### config.mk
export PLATFORM = sky130hd
export DESIGN_NAME = sub_alu_serial
export DESIGN_NICKNAME = d
export VERILOG_FILES = /design/src/rtl/sub_alu_serial.sv
export SDC_FILE = /design/constraint.sdc
export NUM_CORES = 1
export LEC_CHECK = 0
export BUFFER_PORTS_ARGS = -buffer_cell sky130_fd_sc_hd__buf_2
export CORE_MARGIN = 5
export CORE_UTILIZATION = 55
export CTS_CLUSTER_SIZE = 28
export DETAILED_ROUTE_END_ITERATION = 12
export GPL_ROUTABILITY_DRIVEN = 0
export MAX_ROUTING_LAYER = met4
export PLACE_DENSITY = 0.79
export REMOVE_ABC_BUFFERS = 1
export SLEW_MARGIN = 10
export SYNTH_ARGS = -nofsm -noshare
export SYNTH_HDL_FRONTEND = slang
export SYNTH_SLANG_ARGS = --single-unit
### constraint.sdc
create_clock -name clk -period 2.2 [get_ports clk]
set_input_delay 0.44 -clock clk [delete_from_list [all_inputs] [get_ports clk]]
set_output_delay 0.44 -clock clk [all_outputs]
set_load 0.05 [all_outputs]
### src/rtl/sub_alu_serial.sv
// Bit-serial unsigned subtractor: g = a - b mod 2^WIDTH, plus borrow and zero flags.
// done rises WIDTH cycles after an accepted start; start is ignored while busy.
module sub_alu_serial #(
  parameter int WIDTH = 3
) (
  input  logic             clk,
  input  logic             rst,
  input  logic [WIDTH-1:0] a,
  input  logic [WIDTH-1:0] b,
  input  logic             start,
  output logic             busy,
  output logic             done,
  output logic [WIDTH-1:0] g,
  output logic             borrow,
  output logic             zero
);

  localparam int CW = (WIDTH > 2) ? $clog2(WIDTH) : 1;

  typedef enum logic [1:0] {
    IDLE  = 2'd0,
    SHIFT = 2'd1,
    DONE  = 2'd2
  } state_t;

  state_t           state;
  state_t           state_nxt;
  logic [WIDTH-1:0] sa;
  logic [WIDTH-1:0] sb;
  logic [WIDTH-1:0] diff;
  logic [CW-1:0]    cnt;
  logic             br;

  logic             accept;
  logic             last_bit;
  logic             ai;
  logic             bi;
  logic             d;
  logic             br_nxt;
  logic [WIDTH-1:0] diff_nxt;

  assign ai       = sa[0];
  assign bi       = sb[0];
  assign d        = ai ^ bi ^ br;
  assign br_nxt   = (~ai & bi) | (~(ai ^ bi) & br);
  assign diff_nxt = {d, diff[WIDTH-1:1]};
  assign last_bit = (state == SHIFT) && (cnt == CW'(WIDTH - 1));

  always_ff @(posedge clk or negedge rst) begin
    if (!rst) begin
      state <= IDLE;
    end else begin
      state <= state_nxt;
    end
  end

  always_comb begin
    state_nxt = state;
    accept    = 1'b0;
    busy      = 1'b0;
    done      = 1'b0;
    case (state)
      IDLE: begin
        if (start) begin
          accept    = 1'b1;
          state_nxt = SHIFT;
        end
      end
      SHIFT: begin
        busy = 1'b1;
        if (last_bit) begin
          state_nxt = DONE;
        end
      end
      DONE: begin
        done = 1'b1;
        // a start here chains straight into the next operation
        if (start) begin
          accept    = 1'b1;
          state_nxt = SHIFT;
        end else begin
          state_nxt = IDLE;
        end
      end
      default: begin
        state_nxt = IDLE;
      end
    endcase
  end

  always_ff @(posedge clk or negedge rst) begin
    if (!rst) begin
      sa     <= '0;
      sb     <= '0;
      diff   <= '0;
      cnt    <= '0;
      br     <= 1'b0;
      g      <= '0;
      borrow <= 1'b0;
      zero   <= 1'b0;
    end else if (accept) begin
      sa   <= a;
      sb   <= b;
      diff <= '0;
      cnt  <= '0;
      br   <= 1'b0;
    end else if (state == SHIFT) begin
      sa   <= sa >> 1;
      sb   <= sb >> 1;
      diff <= diff_nxt;
      cnt  <= cnt + CW'(1);
      br   <= br_nxt;
      // result registers only move on completion so they hold during SHIFT
      if (last_bit) begin
        g      <= diff_nxt;
        borrow <= br_nxt;
        zero   <= (diff_nxt == '0);
      end
    end
  end

endmodule

### Word-level counts from Yosys, hierarchy flattened

Cells that the tools add are included.

* register bits after elaboration: 19
* output and inout bits: 7

* add/sub/neg operators: 1
* equal/unequal tests: 5
* mux-type cells: 18
* bitwise operators: 8
* reductions and logical operators: 7

Operators by type and width (count)
* 3-bit two-way mux: 6
* 2-bit two-way mux: 4
* 1-bit two-way mux: 7
* 2-bit one-hot mux with 3 select lines: 1
* 2-bit equality test (second input constant): 2
* 2-bit inequality test (second input constant): 2
* 3-bit logical NOT: 1
* 1-bit NOT: 3
* 3-bit AND reduction: 1
* 2-bit by 1-bit adder with 2-bit output (second input constant): 1
* 1-bit AND: 2
* 2-bit by 1-bit equality test with 1-bit output (second input constant): 1
* 2-bit logical NOT: 1
* 2-bit AND reduction: 1
* 2-bit nonzero test: 1
* 2-bit OR reduction: 1
* 1-bit XOR: 2
* 1-bit logical AND: 1
* 1-bit OR: 1

### Logic depth before layout (Yosys ltp)

* word-level depth: 6
* depth in mapped cells: 5
* mapped depth without buffers: 5

### Worst setup path after synthesis

No wires, ideal clock.

* kind: reg-to-output
* start point: register state[0]
* end point: output done
* data arrival time: 1.293 ns
* data required time: 1.760 ns
* path slack: 0.467 ns
* cell stages (with the launch flop): 3
* cell sequence: dfrtp_1 > buf_6 > nor2b_1

* cells in the longest elaborated chain, start to end: 2

RTL lines
* start: declaration: RTL line 26 `state_t state;`
* start signal: assignment: RTL line 53 `state <= state_nxt;`
* 2-bit equality test: RTL line 62 `case (state)`
* 1-bit two-way mux: RTL line 62
* end: declaration: RTL line 12 `output logic done,`

Every way passes these cells.

### Final worst setup path

* start point: register state[0]
* end point: output busy

* cells in the longest elaborated chain, start to end: 2

RTL lines
* 2-bit by 1-bit equality test with 1-bit output: RTL line 62
* 1-bit two-way mux: RTL line 62
* end: declaration: RTL line 11 `output logic busy,`

Every way passes these cells.

==> impl_metrics.tcl <==
set metrics [dict create \
    outcome "finished, final reports clean" \
    number_of_rows_in_the_core_area 14 \
    grt_setup_unrepaired "no" \
    antenna_violations_before_repair 0 \
    synth.distinct_cells 25 \
    worstPathRequired_ns 1.76 \
    postPlaceCellArea_sq_um 926 \
    critical_path.endpoint_type "primary output" \
    post_synth_inst_count 69 \
    yosys-top-cells-area "sky130_fd_sc_hd__dfrtp_1 53%, sky130_fd_sc_hd__a22o_1 6.2%, sky130_fd_sc_hd__mux2_4 5.3%, sky130_fd_sc_hd__nand2b_4 3.2%, sky130_fd_sc_hd__o21ai_0 2.9%" \
    insertedDiodeCount 0 \
    final.min_clock_period_ns 1.92 \
    post-route-drc-count 0 \
    cts-resized-gates 0 \
    cts_sinks 18 \
    timing.critical_path.slowest_stage_cell "sky130_fd_sc_hd__dfrtp_1" \
    buffer_ports.inserted 15 \
    yosys.area.top_type_share 0.530 \
    grt-ovfl-total 0 \
    critPathArrivalTime_ns 1.48 \
    setup_total_negative_slack_ns 0 \
    detail_route.vias_per_cell 5.75 \
    floorplan.io_pins 16 \
    layout_commonest_cell "sky130_fd_sc_hd__dfrtp_1" \
    synth_sequential_area_ratio 0.530 \
    worst_hold_path_type "input pin to asynchronous set/reset pin" \
    route.top_layer_used "met4" \
    wirelength_mm 1.59 \
    finalHoldViolCount 0 \
    cp_slowest_stage_delay_ns 0.67 \
    postSynthAreaPerCell_sq_um 12.3 \
    maxCapViolations 0 \
    max_clock_freq_ghz 0.521 \
    largest_net_degree_at_the_start_of_global_routing 19 \
    deepest_clock_path_buffer_count 2 \
    number_of_storage_elements_in_the_synthesis_netlist 18 \
    maxSlewHeadroom 0.663 \
    firstDrtPassIters 4 \
    worst-setup-path-type "flop to primary output" \
    groute.usage.overall 0.150 \
    root_buffer_cell "sky130_fd_sc_hd__clkbuf_4" \
    met3_length_um 87 \
    final_layout_size_suffix_gt1_frac 0.329 \
    crit_chain "nand2b_4 > inv_2 > buf_2" \
    dpl.hpwl_mm 1.21 \
    floorplan.initialDensity 0.571 \
    dr_wl_met2_um 774 \
    critical_path_peak_fanout 13 \
    clock-skew-final_ns 0.000599 \
    timing.final.max_slew_violations 0 \
    core-area_sq_um 1490 \
    postRouteAntennaNets 0 \
    detailedRoute.firstIterationViolations 14 \
    power_density_nw_per_um2 1690 \
    setup_viol_count_final 0 \
    cts.hold.buffers_added 0 \
    die_area_sq_um 2430 \
    clock_input_transition_at_the_sequential_cells_of_the_worst_setup_and_hold_paths_ns 0.09 \
    final_min_period_over_clock_period 0.873 \
    power.leakage_nw 0.479 \
    start_kind "flop" \
    area_growth_pct 11.6 \
    timing_worst_slew_pin_value_ns 0.505 \
    cts_tree "built" \
    postCtsSetupBuffers 0 \
    nNetsFinal 98 \
    first_global_vias 592 \
    chipHeight_um 49.3 \
    worstSkewPairLatency_ns 0.28 \
    avgRoutedWirePerCell_um 15.7 \
    finalInstanceArea_sq_um 948 \
    vdd.ir_drop.worst_mv 0.776 \
    wirelength_met1_um 699 \
    grt_pass1_wl_mm 2.72 \
    ys.warnings.count 0 \
    cts-buffers-inserted 3 \
    mappedNetlistArea_sq_um 850 \
    route.vias.total 581 \
    die_width_um 49.3 \
    layout_common_cells "18 x sky130_fd_sc_hd__dfrtp_1, 15 x sky130_fd_sc_hd__buf_2, 6 x sky130_fd_sc_hd__a22o_1" \
    h-tree-depth 1 \
    yosys.area.top_type "sky130_fd_sc_hd__dfrtp_1" \
]
-- logic make-up (layout without fill, tap and decap cells) --
logic type,count (synthesis),after routing,share of synthesized area
fa+ha+maj,2,2,0.0383
compound gates,18,18,0.146
simple gates,18,18,0.152
buf+inv,7,23,0.0442
mux,6,6,0.0898
flops,18,18,0.530
-- critical path, delay by kind of cell (launching register included) --
family	cells	cell delay, ns
DFF	1	0.67
buffers and inverters	2	0.41
and+or+nand+nor	1	0.12
-- cell usage after synthesis --
cell / instances
sky130_fd_sc_hd__and2b_4: 1
sky130_fd_sc_hd__a211oi_1: 2
sky130_fd_sc_hd__a22o_1: 6
sky130_fd_sc_hd__mux2_2: 1
sky130_fd_sc_hd__dfrtp_1: 18
sky130_fd_sc_hd__nor2_1: 3
sky130_fd_sc_hd__o21ai_0: 5
sky130_fd_sc_hd__a21oi_1: 2
sky130_fd_sc_hd__nor3_1: 2
sky130_fd_sc_hd__nor2_4: 1
sky130_fd_sc_hd__nor2b_1: 3
sky130_fd_sc_hd__inv_1: 4
sky130_fd_sc_hd__inv_2: 1
sky130_fd_sc_hd__nand2b_4: 2
sky130_fd_sc_hd__nand3_1: 1
sky130_fd_sc_hd__nand3b_4: 1
sky130_fd_sc_hd__nand2_1: 4
sky130_fd_sc_hd__o22ai_1: 2
sky130_fd_sc_hd__ha_1: 1
sky130_fd_sc_hd__buf_4: 1
sky130_fd_sc_hd__mux2_4: 3
sky130_fd_sc_hd__o41ai_1: 1
sky130_fd_sc_hd__buf_6: 1
sky130_fd_sc_hd__mux2i_1: 2
sky130_fd_sc_hd__fa_1: 1
-- registers in the layout (all words and copies together), names as in the netlist --
name / cells
borrow: 1
br: 1
cnt: 2
diff: 2
g: 3
sa: 3
sb: 3
state: 2
zero: 1
-- path summary, 6_finish.rpt --
| kind | startpoint | endpoint | slack (ns) | cells past startpoint |
|---|---|---|---|---|
| hold / removal | rst | g[1]$_DFFE_PN0P_ | 0.07 | 1 |
| setup reg to reg | sa[0]$_DFFE_PN0P_ | zero$_DFFE_PN0P_ | 0.78 | 2 |
| setup / recovery | state[0]$_DFFE_PN0P_ | busy | 0.28 | 3 |
| min in group clk | b[2] | sb[2]$_DFFE_PN0P_ | 0.37 | 2 |
| hold reg to reg | borrow$_DFFE_PN0P_ | borrow$_DFFE_PN0P_ | 0.48 | 2 |
| max in group asynchronous | rst | sb[0]$_DFFE_PN0P_ | 1.85 | 1 |
-- metrics by stage --
step | power, mW | util | hold slack [ns] | worst slack, ns | instances
2_1_floorplan | 1.25 | - | 0.144 | 0.504 | 67
3_3_place_gp | 1.42 | 0.622 | 0.382 | 0.657 | 98
3_5_place_dp | 1.46 | 0.622 | 0.387 | 0.617 | 98
4_1_cts | 1.62 | 0.637 | 0.0725 | 0.286 | 101
5_1_grt | 1.72 | 0.637 | 0.0855 | 0.191 | 101
6_report | 1.60 | 0.637 | 0.0692 | 0.279 | 101
-- cell type report --
type                    count  area (sq um)
flip-flops and latches     18           450
well taps                  16          20.0
clock buffers               3          22.5
inverters                   5          18.8
repair buffers             15          75.1
fillers                   110           541
multi-input cells          44           362
-- power by group --
group | leakage [nW] | total [mW] | internal, mW | switching, mW
logic | 0.240 | 0.808 | 0.336 | 0.471
registers | 0.226 | 0.638 | 0.482 | 0.156
clock network | 0.0138 | 0.153 | 0.0636 | 0.0897
-- routing by layer --
layer  global-route usage  vias to the layer above
met5                    -                        -
met4               0.0673                        0
met3               0.0336                        4
met2                0.245                       19
met1                0.174                      277
li1                     -                      281
No activity file was read; power rests on OpenSTA's default activity.
